### src/rtl/execute_muldiv.sv
// execute_muldiv: MIPS execute stage. Single-cycle ALU results and HI/LO
// moves pass through a registered output slot. MULT/MULTU/DIV/DIVU occupy a
// multi-cycle unit that owns the architectural HI/LO registers.
//
// Handshake (both ports): a transfer happens on a rising clk edge where
// valid && ready are both high. A producer holds its payload stable while
// valid && !ready. Ready never depends on the valid of the same port.
module execute_muldiv #(
  parameter int WIDTH      = 32,
  parameter int TAG_W      = 8,
  parameter int MUL_STAGES = 2
) (
  input  logic             clk,
  input  logic             resetn,
  input  logic             flush,
  input  logic             in_valid,
  output logic             in_ready,
  input  logic [3:0]       in_op,
  input  logic [WIDTH-1:0] in_a,
  input  logic [WIDTH-1:0] in_b,
  input  logic [WIDTH-1:0] in_alu,
  input  logic [TAG_W-1:0] in_tag,
  output logic             out_valid,
  input  logic             out_ready,
  output logic [WIDTH-1:0] out_result,
  output logic             out_wen,
  output logic [TAG_W-1:0] out_tag,
  output logic             busy
);

  localparam logic [3:0] OP_MULT  = 4'd1;
  localparam logic [3:0] OP_MULTU = 4'd2;
  localparam logic [3:0] OP_DIV   = 4'd3;
  localparam logic [3:0] OP_DIVU  = 4'd4;
  localparam logic [3:0] OP_MFHI  = 4'd5;
  localparam logic [3:0] OP_MFLO  = 4'd6;
  localparam logic [3:0] OP_MTHI  = 4'd7;
  localparam logic [3:0] OP_MTLO  = 4'd8;

  // Counter must reach WIDTH (divider fix-up cycle) and MUL_STAGES-1.
  localparam int CNT_MAX = (WIDTH > MUL_STAGES) ? WIDTH : MUL_STAGES;
  localparam int CNT_W   = $clog2(CNT_MAX + 1);
  localparam logic [CNT_W-1:0] MUL_LAST = CNT_W'(MUL_STAGES - 1);
  localparam logic [CNT_W-1:0] DIV_LAST = CNT_W'(WIDTH);
  localparam logic [WIDTH-1:0] MOST_NEG = {1'b1, {(WIDTH-1){1'b0}}};

  typedef enum logic [1:0] {
    S_IDLE = 2'd0,
    S_MUL  = 2'd1,
    S_DIV  = 2'd2
  } state_t;

  state_t state_q, state_nx;

  logic             accept;
  logic             in_is_mul, in_is_div, in_signed;
  logic [WIDTH-1:0] abs_a, abs_b;
  logic             mul_done, div_done;

  logic [CNT_W-1:0] cnt_q;
  logic [WIDTH-1:0] op_a_q;      // raw rs: multiplicand, or dividend for the /0 case
  logic [WIDTH-1:0] op_b_q;      // raw rt for multiply, |rt| for divide
  logic             sgn_q;       // signed multiply
  logic             a_neg_q, b_neg_q;
  logic             div_zero_q, div_ovf_q;
  logic [TAG_W-1:0] tag_q;
  logic [WIDTH-1:0] quo_q, rem_q;
  logic [WIDTH-1:0] hi_q, lo_q;

  logic [WIDTH-1:0]   sc_result;
  logic               sc_wen;
  logic [2*WIDTH-1:0] mul_a_ext, mul_b_ext, product;
  logic [WIDTH-1:0]   rem_sh, rem_nx, quo_nx, q_fix, r_fix, div_lo, div_hi;
  logic               sub_ok;

  assign in_is_mul = (in_op == OP_MULT) || (in_op == OP_MULTU);
  assign in_is_div = (in_op == OP_DIV)  || (in_op == OP_DIVU);
  assign in_signed = (in_op == OP_MULT) || (in_op == OP_DIV);
  assign abs_a     = (in_signed && in_a[WIDTH-1]) ? -in_a : in_a;
  assign abs_b     = (in_signed && in_b[WIDTH-1]) ? -in_b : in_b;
  assign accept    = in_valid && in_ready;
  assign mul_done  = (state_q == S_MUL) && (cnt_q == MUL_LAST);
  assign div_done  = (state_q == S_DIV) && (cnt_q == DIV_LAST);

  // State register.
  always_ff @(posedge clk or negedge resetn) begin
    if (!resetn) state_q <= S_IDLE;
    else         state_q <= state_nx;
  end

  // Next-state logic; flush overrides everything.
  always_comb begin
    state_nx = state_q;
    case (state_q)
      S_IDLE: begin
        if (accept && in_is_mul)      state_nx = S_MUL;
        else if (accept && in_is_div) state_nx = S_DIV;
      end
      S_MUL:   if (mul_done) state_nx = S_IDLE;
      S_DIV:   if (div_done) state_nx = S_IDLE;
      default: state_nx = S_IDLE;
    endcase
    if (flush) state_nx = S_IDLE;
  end

  // FSM outputs: accept only when idle and the output slot is free or draining.
  always_comb begin
    busy     = (state_q != S_IDLE);
    in_ready = (state_q == S_IDLE) && (!out_valid || out_ready) && !flush;
  end

  // Result and GPR write-enable for ops that complete in one cycle.
  always_comb begin
    sc_result = in_alu;
    sc_wen    = 1'b1;
    case (in_op)
      OP_MFHI: sc_result = hi_q;
      OP_MFLO: sc_result = lo_q;
      OP_MTHI, OP_MTLO: begin
        sc_result = in_a;
        sc_wen    = 1'b0;
      end
      default: ;
    endcase
  end

  // Full-width product; sign extension makes one multiplier serve both signs.
  assign mul_a_ext = {{WIDTH{sgn_q & op_a_q[WIDTH-1]}}, op_a_q};
  assign mul_b_ext = {{WIDTH{sgn_q & op_b_q[WIDTH-1]}}, op_b_q};
  assign product   = mul_a_ext * mul_b_ext;

  // One restoring-division step plus the final sign fix-up and special cases.
  // A set remainder MSB means the shifted value exceeds any WIDTH-bit divisor.
  always_comb begin
    rem_sh = {rem_q[WIDTH-2:0], quo_q[WIDTH-1]};
    sub_ok = rem_q[WIDTH-1] || (rem_sh >= op_b_q);
    rem_nx = sub_ok ? (rem_sh - op_b_q) : rem_sh;
    quo_nx = {quo_q[WIDTH-2:0], sub_ok};
    q_fix  = (a_neg_q ^ b_neg_q) ? -quo_q : quo_q;
    r_fix  = a_neg_q ? -rem_q : rem_q;
    div_lo = q_fix;
    div_hi = r_fix;
    if (div_zero_q) begin
      div_lo = '1;
      div_hi = op_a_q;
    end else if (div_ovf_q) begin
      div_lo = MOST_NEG;
      div_hi = '0;
    end
  end

  // Operand capture at acceptance, cycle counter and divider iterations.
  always_ff @(posedge clk or negedge resetn) begin
    if (!resetn) begin
      cnt_q      <= '0;
      op_a_q     <= '0;
      op_b_q     <= '0;
      sgn_q      <= 1'b0;
      a_neg_q    <= 1'b0;
      b_neg_q    <= 1'b0;
      div_zero_q <= 1'b0;
      div_ovf_q  <= 1'b0;
      tag_q      <= '0;
      quo_q      <= '0;
      rem_q      <= '0;
    end else if (accept) begin
      cnt_q      <= '0;
      op_a_q     <= in_a;
      op_b_q     <= in_is_div ? abs_b : in_b;
      sgn_q      <= in_signed;
      a_neg_q    <= in_signed && in_a[WIDTH-1];
      b_neg_q    <= in_signed && in_b[WIDTH-1];
      div_zero_q <= (in_b == '0);
      div_ovf_q  <= (in_op == OP_DIV) && (in_a == MOST_NEG) && (in_b == '1);
      tag_q      <= in_tag;
      quo_q      <= abs_a;
      rem_q      <= '0;
    end else if (state_q != S_IDLE) begin
      cnt_q <= cnt_q + CNT_W'(1);
      if ((state_q == S_DIV) && (cnt_q < DIV_LAST)) begin
        quo_q <= quo_nx;
        rem_q <= rem_nx;
      end
    end
  end

  // HI/LO: moves at acceptance, multiply/divide on their final cycle, never under flush.
  always_ff @(posedge clk or negedge resetn) begin
    if (!resetn) begin
      hi_q <= '0;
      lo_q <= '0;
    end else if (!flush) begin
      if (accept && (in_op == OP_MTHI)) hi_q <= in_a;
      if (accept && (in_op == OP_MTLO)) lo_q <= in_a;
      if (mul_done) {hi_q, lo_q} <= product;
      if (div_done) begin
        hi_q <= div_hi;
        lo_q <= div_lo;
      end
    end
  end

  // Output slot: load on single-cycle acceptance or multi-cycle completion, clear on drain.
  always_ff @(posedge clk or negedge resetn) begin
    if (!resetn) begin
      out_valid  <= 1'b0;
      out_result <= '0;
      out_wen    <= 1'b0;
      out_tag    <= '0;
    end else if (flush) begin
      out_valid <= 1'b0;
    end else if (accept && !in_is_mul && !in_is_div) begin
      out_valid  <= 1'b1;
      out_result <= sc_result;
      out_wen    <= sc_wen;
      out_tag    <= in_tag;
    end else if (mul_done) begin
      out_valid  <= 1'b1;
      out_result <= product[WIDTH-1:0];
      out_wen    <= 1'b0;
      out_tag    <= tag_q;
    end else if (div_done) begin
      out_valid  <= 1'b1;
      out_result <= div_lo;
      out_wen    <= 1'b0;
      out_tag    <= tag_q;
    end else if (out_ready) begin
      out_valid <= 1'b0;
    end
  end

endmodule

### config.mk
export PLATFORM = sky130hd
export DESIGN_NAME = execute_muldiv
export DESIGN_NICKNAME = d
export VERILOG_FILES = /design/src/rtl/execute_muldiv.sv
export SDC_FILE = /design/constraint.sdc
export NUM_CORES = 2
export LEC_CHECK = 0
export ABC_AREA = 1
export BUFFER_PORTS_ARGS = -buffer_cell sky130_fd_sc_hd__buf_4
export CORE_UTILIZATION = 50
export CTS_CLUSTER_DIAMETER = 200
export DETAILED_ROUTE_END_ITERATION = 12
export PLACE_DENSITY_LB_ADDON = 0.08
export SLEW_MARGIN = 10
export SYNTH_ARGS = -nofsm -noshare
export SYNTH_HDL_FRONTEND = slang
export SYNTH_SLANG_ARGS = --single-unit
export TNS_END_PERCENT = 1
### constraint.sdc
create_clock -name clk -period 7.08 [get_ports clk]
set_clock_uncertainty 0.2 [all_clocks]
set_input_delay 0.354 -clock clk [delete_from_list [all_inputs] [get_ports clk]]
set_output_delay 0.354 -clock clk [all_outputs]
set_load 0.02 [all_outputs]
==> results.cfg <==
[clock_network]
cts_tree = yes
cts.htree.levels = 1
clock_path_buffers = 3
clock_latency_ps = 660
cts.sinks = 255
path_clk_slew_ps = 70
cts_made_buffers = 31
cts_root_buffer = clkbuf_16

[setup_path]
worst_setup_path_start_kind = flop
cp.required_ps = 7430
cp_slowest_cell = fa_2
path_max_fanout = 7
critPathCaptureType = flop
crit_path_frequent_cell = fa_1
crit_type = reg2reg
cp.arrival_ps = 7740
slowest_delay_ps = 590

[timing]
setup_tns_ps = -10690
max_freq_ghz = 0.135
hold_viol = 0
final-setup-viol-count = 57
rsz0062_at_grt = yes
maxSlewViolCount = 0
worstMarginPinSlew_ps = 1120
fin_crit_sh = 1.04
post-route-min-period_ps = 7390
slew_headroom = 0.251
setup_ws_ps = -312

[die]
initial_core_util = 0.506
row_count = 125
boundaryPins = 157
dieHeight_um = 345
design.core.area_sq_mm = 0.117
die-area_sq_mm = 0.119
die_w_um = 345

[global_routing]
grt_max_degree = 102
overflow = 0
track_usage = 0.378
first_global_vias = 56208
antenna_found_initial = 12
grt_pass1_wl_um = 341000

[min_path]
hold_path_class = in2reg

[placed_design]
dp_hpwl_um = 186000
port_buffers = 156
place.gp.congestion = 1.02

[finish]
num-fill-cells = 10789
syn2layout_area_growth_pct = 21.0
final_core_util = 0.612
final_cell_mix = nand2_1, inv_1, fa_1, buf_4, nor2_1
nNetsFinal = 10219
drive_above_1_share = 0.156
final_common_cell = nand2_1

[run]
maxCapViolations = 0

[route]
wirelength_um = 226000
top_layer = met5
drc = 0
dr_wl_met3_um = 20000
first_pass_iters = 6
vias = 55835
vias_per_cell = 5.43
first_iter_violations = 5615
routedLengthMet1_um = 92600
dr_wl_met2_um = 103000
avgRoutedWirePerCell_um = 22.0
ant_nets = 0

[yosys]
seq_area_frac_synth = 0.108
synth_xor_area_frac = 0.00790
yosys_warnings = 0
syn_area_sq_mm = 0.0590
synth_edf_count = 0
synth_seq_cells = 255
yosys-mux-area-fraction = 0
postSynthCellCount = 8083
syn_area_per_cell_sq_um = 7.29
synthArstFlopShare = 1.00
synth_top_family_by_area = adder cells
synth_compound_area_frac = 0.0765
synthesis.nets = 9574
yosys.area_share.simple = 0.218
synth-adder-area-share = 0.436
synthFlopType = dfrtp_1
synth.distinct_cells = 57

[status]
status = finished with violations
failed_checks = setup timing
[routing by layer]
layer  vias to the layer above  global-route usage
met4                         2               0.140
met3                       456              0.0507
met2                      2431               0.609
met1                     27843               0.522
li1                      25103                   -
met5                         -                   0
[area by class of cell]
| class | instances | area [sq um] | area share |
|---|---|---|---|
| Tap cell | 1524 | 1910 | 0.0267 |
| Timing Repair Buffer | 1005 | 9320 | 0.131 |
| Sequential cell | 255 | 6410 | 0.0899 |
| Antenna cell | 3 | 7.51 | 0.000105 |
| Multi-Input combinational cell | 5449 | 45100 | 0.632 |
| Inverter | 1986 | 7480 | 0.105 |
| Clock inverter | 17 | 244 | 0.00342 |
| Clock buffer | 38 | 842 | 0.0118 |
[worst max-delay path, delay by kind of cell (launching register included)]
kind                     cells  cell delay (ps)
AO/OA/AOI/OAI                1              120
adder cells (fa/ha/maj)      9             4360
buffers and inverters       11             1080
flip-flops                   1              450
AND/OR/NAND/NOR             12             1080
[what timing repair did]
item	4_1_cts	5_1_grt
gates resized for setup	209	276
endpoints found under the hold margin	262	0
hold buffers	106	0
cloned	3	6
setup endpoints to repair	68	72
pin swaps	36	109
setup buffers	19	40
[synth_stat cells, types with 3 or more instances]
master,instances,area share
buf_2,35,0.0030
o21ai_1,11,0.00093
o211ai_1,16,0.0020
buf_6,7,0.0013
buf_4,10,0.0013
a21boi_0,4,0.00051
clkbuf_1,332,0.021
nand3b_1,19,0.0024
o22ai_1,43,0.0046
xnor2_1,29,0.0043
a21o_1,7,0.00089
xor2_1,21,0.0031
dfrtp_1,255,0.11
o221ai_1,10,0.0015
nand3_1,342,0.029
a21oi_1,378,0.032
o21a_1,7,0.00089
inv_1,1970,0.13
buf_1,10,0.00064
or2_2,12,0.0013
o31ai_1,3,0.00038
a31oi_1,23,0.0024
o21bai_1,20,0.0025
nor2_1,453,0.029
fa_1,1126,0.38
nand2_1,2225,0.14
nor2_2,4,0.00042
a221oi_1,3,0.00045
nor3_1,38,0.0032
nor4_1,10,0.0011
o21ai_0,300,0.025
o2111ai_1,3,0.00045
inv_2,12,0.00076
ha_1,252,0.053
nand4_1,62,0.0066
[path summary, 6_finish.rpt]
kind                             from  cells after the start       endpoint  slack [ps]
setup / recovery           op_a_q[31]                     33       hi_q[20]        -310
hold / removal               in_op[0]                      6  out_result[0]          50
setup reg to reg           op_a_q[31]                     33       hi_q[20]        -310
hold reg to reg              tag_q[3]                      2       tag_q[3]         280
max in group asynchronous      resetn                      3     op_b_q[18]        4910
min in group asynchronous      resetn                      2       cnt_q[1]         160
[per-stage QoR]
stage               area, sq um  std cells  hold slack [ps]  worst slack (ps)
global placement          66700      10045              262              -530
CTS                       69900      10228             2.47              -274
detailed placement        66700      10045              265              -552
floorplan                 59100       8083             -142             -95.5
finish                    71300      10277             48.7              -312
global route              71300      10274             56.3              -530
[registers in the layout, summed over array words and instances (netlist names), 2 cells and up]
signal / flops
out_result: 32
rem_q: 32
state_q: 2
lo_q: 32
cnt_q: 6
op_b_q: 32
op_a_q: 32
hi_q: 32
quo_q: 32
tag_q: 8
out_tag: 8
[cell families (layout without fill, tap and decap cells)]
logic type | after synthesis | in the layout
flops | 255 | 255
compound gates | 837 | 837
fa+ha+maj | 1378 | 1378
xor+xnor | 51 | 51
buf+inv | 2380 | 3046
other cells | 0 | 3
simple gates | 3182 | 3183
Power is not shown: default switching activity piles up to over one toggle a cycle in this logic, so the estimate is an artifact.
